**config.mk**
```make
export PLATFORM = sky130hd
export DESIGN_NAME = keypad_scanner
export DESIGN_NICKNAME = d
export VERILOG_FILES = /design/src/rtl/keypad_scanner.sv
export SDC_FILE = /design/constraint.sdc
export NUM_CORES = 1
export LEC_CHECK = 0
export ABC_CLOCK_PERIOD_IN_PS = 5500
export CAP_MARGIN = 5
export CORE_AREA = 8 8 93 103
export CTS_CLUSTER_SIZE = 40
export DETAILED_ROUTE_END_ITERATION = 6
export DIE_AREA = 0 0 101 111
export PLACE_DENSITY = 0.51
export SLEW_MARGIN = 25
export SYNTH_ARGS = -nofsm -noshare
export SYNTH_HDL_FRONTEND = slang
export SYNTH_SLANG_ARGS = --single-unit
```
**constraint.sdc**
```tcl
create_clock -name clock -period 5.5 [get_ports clock]
set_input_delay 1.1 -clock clock [delete_from_list [all_inputs] [get_ports clock]]
set_output_delay 1.1 -clock clock [all_outputs]
set_load 0.005 [all_outputs]
```
**src/rtl/keypad_scanner.sv**
```systemverilog
// ============================================================================
// Module   : keypad_scanner
// Purpose  : 4x6 matrix keypad column scanner with debounce and key-event pulses.
// Revision : 1.0
// ============================================================================
`default_nettype none

module keypad_scanner #(
    parameter int SCAN_DIV = 1000,
    parameter int DEBOUNCE = 4
) (
    input  logic       clock,
    input  logic       reset,
    input  logic [3:0] row_n,
    output logic [5:0] col_n,
    output logic       newhex,
    output logic [3:0] hexcode,
    output logic       newop,
    output logic [1:0] opcode,
    output logic       eq,
    output logic       key_down
);

    localparam int SLOT_W = (SCAN_DIV > 1) ? $clog2(SCAN_DIV) : 1;
    localparam int CNT_W  = (DEBOUNCE > 1) ? $clog2(DEBOUNCE + 1) : 1;
    localparam logic [SLOT_W-1:0] C_SLOT_LAST = SLOT_W'(SCAN_DIV - 1);
    localparam logic [CNT_W-1:0]  C_DEB_M1    = CNT_W'(DEBOUNCE - 1);
    localparam logic [CNT_W-1:0]  C_CNT_ONE   = CNT_W'(1);

    typedef enum logic [1:0] {
        S_IDLE    = 2'd0,
        S_PRESS   = 2'd1,
        S_HELD    = 2'd2,
        S_RELEASE = 2'd3
    } state_t;

    logic [3:0]        r_row_s1;
    logic [3:0]        r_row_s2;
    logic [SLOT_W-1:0] r_slot;
    logic [2:0]        r_col;
    logic [5:0]        r_col_n;
    logic [1:0]        r_acc_n;
    logic [4:0]        r_acc_k;

    state_t            r_state;
    state_t            w_state_nx;
    logic [CNT_W-1:0]  r_cnt;
    logic [CNT_W-1:0]  w_cnt_nx;
    logic [4:0]        r_cand;
    logic [4:0]        w_cand_nx;
    logic              w_accept;
    logic              w_release;

    logic              r_newhex;
    logic              r_newop;
    logic              r_eq;
    logic [3:0]        r_hexcode;
    logic [1:0]        r_opcode;
    logic              r_key_down;

    logic              w_sample;
    logic              w_scan_end;
    logic [3:0]        w_lows;
    logic [2:0]        w_col_cnt;
    logic [2:0]        w_tot_raw;
    logic [1:0]        w_tot;
    logic [1:0]        w_row;
    logic [4:0]        w_res_k;
    logic              w_res_key;
    logic              w_res_none;

    // Two-flop synchroniser for the asynchronous row inputs
    always_ff @(posedge clock or negedge reset) begin
        if (!reset) begin
            r_row_s1 <= 4'hF;
            r_row_s2 <= 4'hF;
        end else begin
            r_row_s1 <= row_n;
            r_row_s2 <= r_row_s1;
        end
    end

    assign w_sample   = (r_slot == C_SLOT_LAST);
    assign w_scan_end = w_sample && (r_col == 3'd5);

    always_ff @(posedge clock or negedge reset) begin
        if (!reset) begin
            r_slot  <= '0;
            r_col   <= 3'd0;
            r_col_n <= 6'b111110;
        end else if (w_sample) begin
            r_slot <= '0;
            if (r_col == 3'd5) begin
                r_col   <= 3'd0;
                r_col_n <= 6'b111110;
            end else begin
                r_col   <= r_col + 3'd1;
                r_col_n <= {r_col_n[4:0], 1'b1};
            end
        end else begin
            r_slot <= r_slot + 1'b1;
        end
    end

    // Per-column row evaluation; the low count saturates at 2 (meaning MULTI)
    assign w_lows    = ~r_row_s2;
    assign w_col_cnt = {2'b00, w_lows[0]} + {2'b00, w_lows[1]}
                     + {2'b00, w_lows[2]} + {2'b00, w_lows[3]};
    assign w_tot_raw = {1'b0, r_acc_n} + w_col_cnt;
    assign w_tot     = (w_tot_raw >= 3'd2) ? 2'd2 : w_tot_raw[1:0];

    always_comb begin
        w_row = 2'd0;
        for (int r = 3; r >= 0; r--) begin
            if (w_lows[r]) begin
                w_row = 2'(r);
            end
        end
    end

    assign w_res_k    = (w_col_cnt == 3'd1) ? {r_col, w_row} : r_acc_k;
    assign w_res_key  = (w_tot == 2'd1) && (w_res_k <= 5'd20);
    assign w_res_none = (w_tot == 2'd0) || ((w_tot == 2'd1) && (w_res_k > 5'd20));

    always_ff @(posedge clock or negedge reset) begin
        if (!reset) begin
            r_acc_n <= 2'd0;
            r_acc_k <= 5'd0;
        end else if (w_scan_end) begin
            r_acc_n <= 2'd0;
            r_acc_k <= 5'd0;
        end else if (w_sample) begin
            r_acc_n <= w_tot;
            r_acc_k <= w_res_k;
        end
    end

    always_ff @(posedge clock or negedge reset) begin
        if (!reset) begin
            r_state <= S_IDLE;
            r_cnt   <= '0;
            r_cand  <= 5'd0;
        end else begin
            r_state <= w_state_nx;
            r_cnt   <= w_cnt_nx;
            r_cand  <= w_cand_nx;
        end
    end

    // Debounce FSM, advanced only on the scan-end sample
    always_comb begin
        w_state_nx = r_state;
        w_cnt_nx   = r_cnt;
        w_cand_nx  = r_cand;
        w_accept   = 1'b0;
        w_release  = 1'b0;
        if (w_scan_end) begin
            case (r_state)
                S_IDLE: begin
                    if (w_res_key) begin
                        w_cand_nx = w_res_k;
                        if (DEBOUNCE == 1) begin
                            w_accept   = 1'b1;
                            w_cnt_nx   = '0;
                            w_state_nx = S_HELD;
                        end else begin
                            w_cnt_nx   = C_CNT_ONE;
                            w_state_nx = S_PRESS;
                        end
                    end
                end
                S_PRESS: begin
                    if (w_res_key && (w_res_k == r_cand)) begin
                        if (r_cnt == C_DEB_M1) begin
                            w_accept   = 1'b1;
                            w_cnt_nx   = '0;
                            w_state_nx = S_HELD;
                        end else begin
                            w_cnt_nx = r_cnt + 1'b1;
                        end
                    end else begin
                        w_cnt_nx   = '0;
                        w_state_nx = S_IDLE;
                    end
                end
                S_HELD: begin
                    if (w_res_none) begin
                        if (DEBOUNCE == 1) begin
                            w_release  = 1'b1;
                            w_cnt_nx   = '0;
                            w_state_nx = S_IDLE;
                        end else begin
                            w_cnt_nx   = C_CNT_ONE;
                            w_state_nx = S_RELEASE;
                        end
                    end
                end
                default: begin
                    if (w_res_none) begin
                        if (r_cnt == C_DEB_M1) begin
                            w_release  = 1'b1;
                            w_cnt_nx   = '0;
                            w_state_nx = S_IDLE;
                        end else begin
                            w_cnt_nx = r_cnt + 1'b1;
                        end
                    end else begin
                        w_cnt_nx   = '0;
                        w_state_nx = S_HELD;
                    end
                end
            endcase
        end
    end

    always_ff @(posedge clock or negedge reset) begin
        if (!reset) begin
            r_newhex   <= 1'b0;
            r_newop    <= 1'b0;
            r_eq       <= 1'b0;
            r_hexcode  <= 4'd0;
            r_opcode   <= 2'd0;
            r_key_down <= 1'b0;
        end else begin
            r_newhex <= 1'b0;
            r_newop  <= 1'b0;
            r_eq     <= 1'b0;
            if (w_accept) begin
                r_key_down <= 1'b1;
                if (w_cand_nx < 5'd16) begin
                    r_newhex  <= 1'b1;
                    r_hexcode <= w_cand_nx[3:0];
                end else if (w_cand_nx < 5'd20) begin
                    r_newop  <= 1'b1;
                    r_opcode <= w_cand_nx[1:0];
                end else begin
                    r_eq <= 1'b1;
                end
            end else if (w_release) begin
                r_key_down <= 1'b0;
            end
        end
    end

    assign col_n    = r_col_n;
    assign newhex   = r_newhex;
    assign newop    = r_newop;
    assign eq       = r_eq;
    assign hexcode  = r_hexcode;
    assign opcode   = r_opcode;
    assign key_down = r_key_down;

endmodule

`default_nettype wire

```
==> run metrics <==
run status=finished, final reports clean; vias in the first global route=1857; Worst Hold Class=flip-flop to flip-flop; cells after synthesis=245; total CTS buffers=5; FILL cells=809; Top FF cell, synth=dfrtp_1; Worst VDD drop=71.6 uV; Worst Path Class, Setup=flip-flop to flip-flop; CTS tree=built; Wirelength per Cell=14.1 microns; Nets=282; CTS Hold Bufs=0; Die X=101 microns; Worst EP required=5700 ps; CP arrival=4250 ps; Crit. End Element=flip-flop; FP Rows=34; Rel. slew slack=0.546; Setup-failing EPs final=0; # DRC=0; first-pass GRT wire length=9.15 mm; Syn Nets=258; Vias=1793; synthesized area per cell=10.8 sq um; largest net degree at the start of global routing=55; Initial Util=0.339; clk_skew=9.43 ps; Post-DP HPWL=3.86 mm; GRT Util Overall=0.102; Final WS setup=1460 ps; most frequent cells in the layout=dfrtp_1, nor2_1, nand2_1, clkdlybuf4s50_1, dfstp_2; final WL=5.33 mm; mapped cell area=0.00265 sq mm; Hold Path Depth=0; synth unique cells=52; setup TNS=0 ps; met2 Usage GRT=0.165; setup repair bufs after CTS=0; Post-synth ARST share=1.00; area of the core=0.00783 sq mm; Synth top area share=0.387; Yosys top cell by area=dfrtp_1; Seq/Total Area, Yosys=0.516; fin crit share=0.735; Fin. Hold Viols=0; Clock transition at path regs=100 ps; commonest non-fill, non-tap cell in the layout=dfrtp_1; GPL Wtd Cong=0.734; Area contributors post-synth=dfrtp_1, dfstp_2, nor2_1; 1st-iter DRT viols=68; drt first pass iters=4; Static Leak=1.33 nW; Final Max Slew Viols=0; diode count=0; CP Max Fanout=7; H-Tree Depth=2; num ports=22; met3 usage=0.0226; #FFs+latches synth=54; reg2reg path depth=12; Min Clock Period, post-route=4040 ps; global route overflow=0; Die Area=0.0112 sq mm; post-CTS sizing=0; Least-Margin Pin Slew=681 ps; CTS root buffer=clkbuf_8; clk sinks=54; RSZ-0062 raised after global routing=false; Yosys warning count=0; Top Usage Layer GRT=met2; CP Launch Type=flip-flop; pre-CTS setup slack=1450 ps; max-cap check violation count=0; IO buf count=21; share of cells above drive strength 1=0.152; Via density=4.74; number of synthesized flops with an enable pin=0; final antenna-violating net count=0; initial antenna violation count=0; die height=111 microns; met1 usage=0.125; buffer depth of the longest clock path=2; Clock Latency Late Sink=310 ps; pwr/cell area=226 mW/mm^2; f_max=0.247 GHz; Area growth syn-to-layout=16.3%
[cell families (layout without fill, tap and decap cells)]
group	count (synthesis)	count (layout)	share of synthesized area
and+or+nand+nor	98	98	0.198
DFF	54	54	0.516
AOI/OAI and AO/OA	46	46	0.120
buffers and inverters	16	41	0.0255
xor gates and xnor gates	12	12	0.0396
muxes	12	12	0.0623
adders and majority gates	7	7	0.0387
[state kept, by name, indices dropped and copies added (netlist names)]
| name | flops |
|---|---|
| opcode | 2 |
| r_col | 3 |
| r_state | 2 |
| newhex | 1 |
| r_cnt | 3 |
| eq | 1 |
| r_acc_k | 5 |
| r_row_s1 | 4 |
| r_cand | 5 |
| r_acc_n | 2 |
| key_down | 1 |
| r_row_s2 | 4 |
| newop | 1 |
| hexcode | 4 |
| r_slot | 10 |
| col_n | 6 |
[Yosys cell counts, types with 3 or more instances]
library cell and n:
nand3_1 7, clkbuf_1 6, o21ai_0 9, inv_1 9, a21oi_1 10, ha_1 5, and2_1 5, nand4_1 3
o211ai_1 3, nor3_1 5, dfstp_2 13, xnor2_1 4, nand2_1 25, dfrtp_1 41, mux2_1 4, nor2_1 31
o21ai_1 3, a21o_1 3, and3_1 4, xor2_1 8, o31ai_1 5
[power by group]
| part | switching, mW | total [mW] | leakage (nW) | internal, mW |
|---|---|---|---|---|
| Sequential | 0.00153 | 0.404 | 0.694 | 0.402 |
| Clock | 0.129 | 0.231 | 0.0472 | 0.101 |
| Combinational | 0.0378 | 0.0635 | 0.592 | 0.0257 |
[path summary, 6_finish.rpt]
path	slack [ps]	end	start
max	1460	opcode[1]$_DFFE_PN0P_	r_row_s2[0]$_DFF_PN1_
min	360	r_row_s2[1]$_DFF_PN1_	r_row_s1[1]$_DFF_PN1_
max reg2reg	1460	opcode[1]$_DFFE_PN0P_	r_row_s2[0]$_DFF_PN1_
min reg2reg	360	r_row_s2[1]$_DFF_PN1_	r_row_s1[1]$_DFF_PN1_
max in group asynchronous	4140	r_col[1]$_DFFE_PN0N_	reset
min in group asynchronous	900	hexcode[0]$_DFFE_PN0P_	reset
[critical path: stages, from the launching register on]
cell	delay, ps
dfstp_2	550
inv_1	60
fa_1	470
ha_1	200
ha_1	330
fa_1	410
xor2_1	190
nor4b_1	430
and2_1	290
nor2_1	80
and4bb_4	360
and4bb_4	260
mux2_4	300
[area by class of cell]
type                            count  area [sq um]  share of cell area
Clock inverter                      2          12.5             0.00406
Tap cell                          108           135              0.0438
Inverter                            9          33.8              0.0109
Multi-Input combinational cell    175          1230               0.397
Timing Repair Buffer               24           228              0.0738
Sequential cell                    54          1370               0.443
Clock buffer                        6          82.6              0.0268
[through the flow]
stage / instances / instance area, sq um / hold WS, ps / power (mW) / utilization
final: 378 / 3090 / 362 / 0.698 / 0.394
after global routing: 378 / 3090 / 368 / 0.729 / 0.394
after CTS: 378 / 3090 / 364 / 0.712 / 0.394
after detailed placement: 370 / 2990 / 349 / 0.476 / 0.382
after global placement: 370 / 2990 / 346 / 0.475 / 0.382
after floorplan: 245 / 2650 / 345 / 0.458 / -
[layer usage]
metal | up-vias | part of all wire
met5 | - | 0
met3 | 8 | 0.032
met2 | 21 | 0.48
met1 | 860 | 0.47
met4 | 0 | 0.022
li1 | 904 | -
Power figures use the tool's default switching activity.
